[src/rtl/quad_ud_decoder_pkg.sv]
// Shared constants and the Gray-code transition classifier for the quadrature decoder.
package quad_pkg;

  typedef enum logic [1:0] {
    S00 = 2'b00,
    S10 = 2'b10,
    S11 = 2'b11,
    S01 = 2'b01
  } gray_t;

  localparam logic DIR_UP = 1'b1;
  localparam logic DIR_DN = 1'b0;

  typedef struct packed {
    logic valid;
    logic dir;
    logic illegal;
  } dec_t;

  // Position of a {A,B} state along the up sequence 00 -> 10 -> 11 -> 01.
  function automatic logic [1:0] gray_idx(input logic [1:0] g);
    logic [1:0] idx;
    case (g)
      S00:     idx = 2'd0;
      S10:     idx = 2'd1;
      S11:     idx = 2'd2;
      default: idx = 2'd3;
    endcase
    return idx;
  endfunction

  function automatic dec_t quad_decode(input logic [1:0] prev, input logic [1:0] cur);
    dec_t       r;
    logic [1:0] d;
    d         = gray_idx(cur) - gray_idx(prev);
    r.valid   = (d == 2'd1) || (d == 2'd3);
    r.dir     = (d == 2'd1) ? DIR_UP : DIR_DN;
    r.illegal = (d == 2'd2);
    return r;
  endfunction

endpackage

[src/rtl/quad_ud_decoder_filter.sv]
// Two-flop synchronizer followed by a debounce counter for one encoder phase.
module quad_filter #(
  parameter int unsigned DEBOUNCE_CYCLES = 4
) (
  input  logic clk,
  input  logic reset,
  input  logic din,
  output logic dout
);

  logic       s1, s2;
  logic [7:0] cnt;

  always_ff @(posedge clk or negedge reset) begin
    if (!reset) begin
      s1   <= 1'b0;
      s2   <= 1'b0;
      cnt  <= '0;
      dout <= 1'b0;
    end else begin
      s1 <= din;
      s2 <= s1;
      if (s2 == dout) begin
        cnt <= '0;
      end else if (cnt == 8'(DEBOUNCE_CYCLES - 1)) begin
        // Accept on the edge where the count would reach DEBOUNCE_CYCLES.
        dout <= s2;
        cnt  <= '0;
      end else begin
        cnt <= cnt + 8'd1;
      end
    end
  end

endmodule

[src/rtl/quad_ud_decoder.sv]
// Quadrature front end: filtered A/B phases decoded into step/UD pulses and a wrapping count.
module quad_ud_decoder
  import quad_pkg::*;
#(
  parameter int unsigned DEBOUNCE_CYCLES = 4,
  parameter int unsigned CNT_W           = 4
) (
  input  logic             clk,
  input  logic             reset,
  input  logic             clr,
  input  logic             A,
  input  logic             B,
  output logic             step,
  output logic             UD,
  output logic             err,
  output logic [CNT_W-1:0] LED
);

  localparam logic [8:0] INIT_CYC = 9'(DEBOUNCE_CYCLES + 2);

  logic       fa, fb;
  logic [1:0] cur, prev;
  logic       init;
  logic [8:0] tmr;
  dec_t       dec;

  quad_filter #(.DEBOUNCE_CYCLES(DEBOUNCE_CYCLES)) u_fa (
    .clk(clk), .reset(reset), .din(A), .dout(fa)
  );

  quad_filter #(.DEBOUNCE_CYCLES(DEBOUNCE_CYCLES)) u_fb (
    .clk(clk), .reset(reset), .din(B), .dout(fb)
  );

  always_comb begin
    cur = {fa, fb};
    dec = quad_decode(prev, cur);
  end

  always_ff @(posedge clk or negedge reset) begin
    if (!reset) begin
      prev <= S00;
      init <= 1'b1;
      tmr  <= '0;
      step <= 1'b0;
      UD   <= DIR_UP;
      err  <= 1'b0;
      LED  <= '0;
    end else begin
      step <= 1'b0;
      if (init) begin
        // The first filtered state only seeds prev, so a non-00 rest position is silent.
        if (cur != prev) begin
          prev <= cur;
          init <= 1'b0;
        end else if (tmr == INIT_CYC) begin
          init <= 1'b0;
        end else begin
          tmr <= tmr + 9'd1;
        end
      end else if (cur != prev) begin
        prev <= cur;
        if (dec.illegal) begin
          err <= 1'b1;
        end else if (dec.valid) begin
          step <= 1'b1;
          UD   <= dec.dir;
          LED  <= (dec.dir == DIR_UP) ? LED + CNT_W'(1) : LED - CNT_W'(1);
        end
      end
      if (clr) begin
        LED <= '0;
        err <= 1'b0;
      end
    end
  end

endmodule

[config.mk]
export PLATFORM = sky130hd
export DESIGN_NAME = quad_ud_decoder
export DESIGN_NICKNAME = d
export VERILOG_FILES = /design/src/rtl/quad_ud_decoder_pkg.sv /design/src/rtl/quad_ud_decoder_filter.sv /design/src/rtl/quad_ud_decoder.sv
export SDC_FILE = /design/constraint.sdc
export NUM_CORES = 1
export LEC_CHECK = 0
export ABC_AREA = 1
export CORE_MARGIN = 3
export CORE_UTILIZATION = 40
export CTS_CLUSTER_DIAMETER = 60
export CTS_CLUSTER_SIZE = 14
export DETAILED_ROUTE_END_ITERATION = 6
export GPL_ROUTABILITY_DRIVEN = 0
export PLACE_DENSITY = 0.65
export SLEW_MARGIN = 0
export SYNTH_ARGS = -nofsm -noshare
export SYNTH_HDL_FRONTEND = slang
export SYNTH_SLANG_ARGS = --single-unit
[constraint.sdc]
create_clock -name clk -period 4.27 [get_ports clk]
set_input_delay 0.854 -clock clk [delete_from_list [all_inputs] [get_ports clk]]
set_output_delay 0.854 -clock clk [all_outputs]
set_load 0.01 [all_outputs]
==> results.cfg, run 1 <==
[status]
status = finished, final reports clean

[synthesis]
yosysSeqAreaShare_pct = 48.99
syn_nets = 259
synth_compound_area_share_pct = 3.814
syn_area_sq_um = 2100
ys.flop_type = dfrtp_1
ys_types = 22
synth.area.top_cells = dfrtp_1 (46%), nand2_1 (8.2%), inv_1 (7.7%)
ys_warn_count = 0
synth_edf_count = 0
synth_common_cells = nand2_1 (46), inv_1 (43), dfrtp_1 (39)
synth_simple_gate_area_share_pct = 22.77
muxShareOfSynthArea_pct = 0.5364
synth_fa_ha_area_share_pct = 7.509
yosys.area.top_type = dfrtp_1
synthesis.area_per_instance_sq_um = 8.676
synth_seq_cells = 41
synth_xor_area_share_pct = 7.509
syn_inst = 242
synth_top_cell_area_share_pct = 46.48
async_flop_share_pct = 100.0
yosysMostFrequentCell = nand2_1
synth_top_family_by_area = simple AND/OR/NAND/NOR gates

[power]
powerDensity_nw_per_um2 = 598.5
internal_power_w = 0.0008440
peakVddDrop_mv = 0.2070
leakage_nw = 1.135
pwr-share-comb_pct = 45.1
clkPwrFrac_pct = 18.0
p_sw_share_pct = 39.99
seqPwrFrac_pct = 36.9
p_sw_w = 0.0005624

[global_routing]
grt_pass1_vias = 1427
grt_max_degree = 42
grt_pass1_wl_um = 6106
overflow = 0
antenna_found_initial = 0
grtUsageTotal_pct = 12.48

[min_path]
hp-class = flop to flop
whs_path_depth = 0

[clock_network]
cts_tree = built
cts_resized = 0
cts-htree-levels = 2
cts.clk_slew.worst_paths_ps = 70
cts-buffers-inserted = 5
clock_sinks = 41
cts-root-buf = clkbuf_8
cts_hold_buf = 0
post_cts_buffers = 0
clock_latency_ps = 290
cts_buffer_depth = 2

[cells_and_area]
fin_nets = 274
area_growth_pct = 11.92
final_cells = 324
final_cell_area_sq_um = 2350
antenna-diode-count = 0
fill_cells = 495
drive_gt1_share_pct = 4.669

[drt]
drt_drc_violations_left = 0
drt_iter0_markers = 48
vias = 1468
ant_nets = 0
routed_wl_um = 3340
via_per_inst = 4.531
first_pass_iters = 4
routedWlPerCell_um = 10.31

[die]
start_util_pct = 42.75
die_w_um = 78.45
die_area_sq_um = 6154
rows = 25
io-pin-count = 12
core_area_sq_um = 4911
die_h_um = 78.45

[critical_path]
worstPathRequired_ps = 4450
start_kind = flop
worstSetupPathType = flop to flop
reg2reg_depth = 16
crit_path_end_kind = flop
cp.arrival_ps = 2650
path_max_fanout = 5

[place]
dp_hpwl_um = 2407
dp.cells = 317
post_dp_cell_area_sq_um = 2263
post-place-ws_ps = 1807
io_buffers = 11

[sta]
rsz0062_at_grt = false
finalCritPeriodShare_pct = 57.85
finalClockSkew_ps = 3.246
holdWs_ps = 351.6
fmax_mhz = 404.9
max_slew_margin_pct = 41.67
tightest_slew_ps = 874.9
hold_viol = 0
min_period_ps = 2470
report.final.setup_viol = 0
slew_viol_final = 0
timing.final.ws_setup_ps = 1800
setup_tns_ps = 0

[job]
cap_violations = 0
==> final timing paths <==
| path | startpoint | to | slack, ps |
|---|---|---|---|
| setup / recovery | u_fa.dout | LED[3] | 1800 |
| hold / removal | u_fb.s1 | u_fb.s2 | 350 |
| setup reg to reg | u_fa.dout | LED[3] | 1800 |
| hold reg to reg | u_fb.s1 | u_fb.s2 | 350 |
| max in group asynchronous | reset | tmr[1] | 3040 |
| min in group asynchronous | reset | LED[2] | 680 |
==> flip-flops by register name (all words and copies together), names as in the netlist, 2 cells and up <==
name / flops
tmr: 9
u_fa.cnt: 8
u_fb.cnt: 8
LED: 4
prev: 2
==> final cells by class <==
| cell class | count | area, sq um | area share, % |
|---|---|---|---|
| sequential | 41 | 1028 | 43.77 |
| multi-input combinational | 155 | 884.6 | 37.65 |
| timing repair buffer | 11 | 105.1 | 4.473 |
| tap | 67 | 83.83 | 3.568 |
| inverter | 43 | 161.4 | 6.869 |
| clock buffer | 7 | 86.33 | 3.674 |
==> cells by family after synthesis <==
logic type / after synthesis
AOI/OAI and AO/OA: 16
adders and majority gates: 12
and+or+nand+nor: 108
xor gates and xnor gates: 18
DFF: 41
muxes: 1
buffers and inverters: 46
==> power by group through the flow <==
stage	logic, W	registers [W]	clock network, W
3_5_place_dp	0.000641	0.000527	0
2_1_floorplan	0.000484	0.000524	0
3_3_place_gp	0.000622	0.000524	0
4_1_cts	0.000646	0.000520	0.000263
5_1_grt	0.000760	0.000528	0.000278
6_report	0.000635	0.000519	0.000253
==> per-layer routing <==
metal | GRT usage [%] | vias to the layer above | wire [um]
met5 | 0 | - | 0
met4 | 5.420 | 0 | 67
met3 | 3.440 | 8 | 82
met2 | 20.29 | 14 | 1508
met1 | 15.52 | 669 | 1682
li1 | - | 777 | -
==> critical path, stage by stage (launching register included) <==
cell and delay (ps):
dfrtp_1 440, inv_1 80, ha_1 300, ha_1 220, inv_1 90, nand2_1 80, nand3_1 90, nand3_1 180
ha_1 370, nand2_1 100, nand3_1 80, nand2_1 60, nand2_1 50, inv_1 50, nand3_1 60, nand3_1 70
nand2_1 50
==> cells in the final DEF (no fill, tap or decap), types with 2 or more instances in the layout <==
cell type	synthesis	routed
dfrtp_1	39	39
nand2_1	46	46
nor3b_1	4	4
xor2_1	13	13
inv_1	43	43
xnor2_1	5	5
a21oi_1	2	2
dfstp_2	2	2
ha_1	11	11
nand3_1	16	16
clkdlybuf4s50_1	0	10
o21ai_0	14	14
clkbuf_8	0	6
nor2_1	31	31
nand4_1	7	7
==> through the flow <==
| stage | utilization (%) | power (W) |
|---|---|---|
| floorplan | - | 0.001008 |
| global placement | 46.09 | 0.001146 |
| detailed placement | 46.09 | 0.001168 |
| CTS | 47.85 | 0.001429 |
| global route | 47.85 | 0.001566 |
| finish | 47.85 | 0.001406 |
Power figures use the tool's default switching activity.
==> inputs of run 2 (changes only) <==
==> constraint.sdc (replaced) <==
create_clock -name clk -period 2.3 [get_ports clk]
set_input_delay 0.46 -clock clk [delete_from_list [all_inputs] [get_ports clk]]
set_output_delay 0.46 -clock clk [all_outputs]
set_load 0.01 [all_outputs]
==> results.cfg, run 2 (same netlist as run 1, synthesis figures left out) <==
[die]
die_h_um = 78.45
io-pin-count = 12
core_area_sq_um = 4911
die_w_um = 78.45
start_util_pct = 42.75
die_area_sq_um = 6154
rows = 25

[critical_path]
reg2reg_depth = 11
crit_family = adder cells
slowest_stage = dfrtp_1
rrSetupSlack_ps = 120
path_max_fanout = 5
cpPeakStageDelay_ps = 420
cp.arrival_ps = 2390
worstSetupPathType = flop to flop
cp_common_cell = nand2_2
start_kind = flop
worstPathRequired_ps = 2510
r2r_end = LED[2]
crit_path_end_kind = flop
worstReg2RegStart = u_fb.dout
crit_buf_inv = 2
crit_chain = buf_4, ha_1, nor2_1, nand2_2, nand2_1, nand2_2, nand3_4, inv_1, fa_1, xor2_1, o21ai_1

[job]
cap_violations = 0

[drt]
drt_drc_violations_left = 0
routedWlPerCell_um = 10.38
ant_nets = 0
via_per_inst = 4.545
routed_wl_um = 3467
first_pass_iters = 4
drt_iter0_markers = 36
vias = 1518

[cells_and_area]
top_regs = tmr (9), u_fa.cnt (8), u_fb.cnt (8)
fin_nets = 283
seq_area_sq_um = 1028
drive_gt1_share_pct = 12.73
final_cell_area_sq_um = 2494
area_growth_pct = 18.77
antenna-diode-count = 0
largest-register = tmr
multi_input_area_sq_um = 964.7
fill_cells = 464
final_cell_mix = nand2_1 (43), inv_1 (41), dfrtp_1 (39)
largest_register_ffs = 9
layout_commonest_cell = nand2_1

[power]
leakage_nw = 1.185
power_w = 0.003090
powerDensity_nw_per_um2 = 1239
peakVddDrop_mv = 0.5208

[clock_network]
cts-root-buf = clkbuf_8
cts_hold_buf = 0
cts-buffers-inserted = 5
cts_buffer_depth = 2
cts.clk_slew.worst_paths_ps = 80
clock_latency_ps = 290
cts_tree = built
cts-htree-levels = 2
clock_sinks = 41

[min_path]
hp-class = primary input to asynchronous set/reset pin

[sta]
finalCritPeriodShare_pct = 94.64
rsz0062_at_grt = true
min_period_ps = 2177
setup_tns_ps = 0
finalClockSkew_ps = 5.229
hold_viol = 0
slew_viol_final = 0
fmax_mhz = 459.4
max_slew_margin_pct = 60.13
report.final.setup_viol = 0
tightest_slew_ps = 596.1

[global_routing]
antenna_found_initial = 0
grt_max_degree = 28
grt_pass1_wl_um = 6092
grt_pass1_vias = 1370
overflow = 0
grtUsageTotal_pct = 12.54

[status]
status = finished, final reports clean

[place]
post_dp_cell_area_sq_um = 2308
dp_hpwl_um = 2528
io_buffers = 11
## run 2: layout make-up
type,count,area share (%)
inverters,43,6.473
clock buffers,6,2.910
flip-flops and latches,41,41.24
multi-input cells,155,38.69
clock inverters,2,0.4014
well taps,67,3.362
repair buffers,20,6.924
## run 2: worst max path at each step
stage	startpoint	end	slack, ps	cells after the start
final	u_fb.dout	LED[2]	120	11
after global routing	prev[1]	LED[3]	-40	18
after CTS	prev[1]	LED[3]	10	17
after detailed placement	prev[1]	LED[3]	-40	17
after global placement	prev[1]	LED[3]	70	17
after floorplan	u_fa.dout	LED[3]	80	16
## run 2: per-layer routing
| layer | GRT usage [%] | up-vias | routed length (um) |
|---|---|---|---|
| met2 | 19.61 | 14 | 1619 |
| li1 | - | 797 | - |
| met4 | 5.594 | 0 | 63 |
| met1 | 16.00 | 701 | 1686 |
| met5 | 0 | - | 0 |
| met3 | 3.784 | 6 | 96 |
## run 2: through the flow
| stage | hold WS [ps] | util (%) | setup WS (ps) | std cells |
|---|---|---|---|---|
| after floorplan | 164.4 | - | 80.39 | 242 |
| after detailed placement | 340.1 | 47.01 | -43.21 | 323 |
| after CTS | 183.0 | 49.04 | 9.691 | 331 |
| final | 168.8 | 50.78 | 123.2 | 334 |
| after global routing | 207.2 | 50.78 | -41.19 | 334 |
| after global placement | 333.2 | 47.01 | 65.51 | 323 |
## run 2: timing repair
item | 4_1_cts | 5_1_grt
pin swaps | 0 | 3
buffers inserted | 0 | 3
resized for setup | 2 | 13
endpoints found under the setup margin | 2 | 2
gates cloned | 0 | 0
## run 2: where the power goes
part / leakage [nW] / internal (W) / switching, W
Combinational: 0.600 / 0.000782 / 0.000919
Sequential: 0.540 / 0.000853 / 0.0000900
Clock: 0.0450 / 0.000210 / 0.000237
Total: 1.18 / 0.00184 / 0.00125
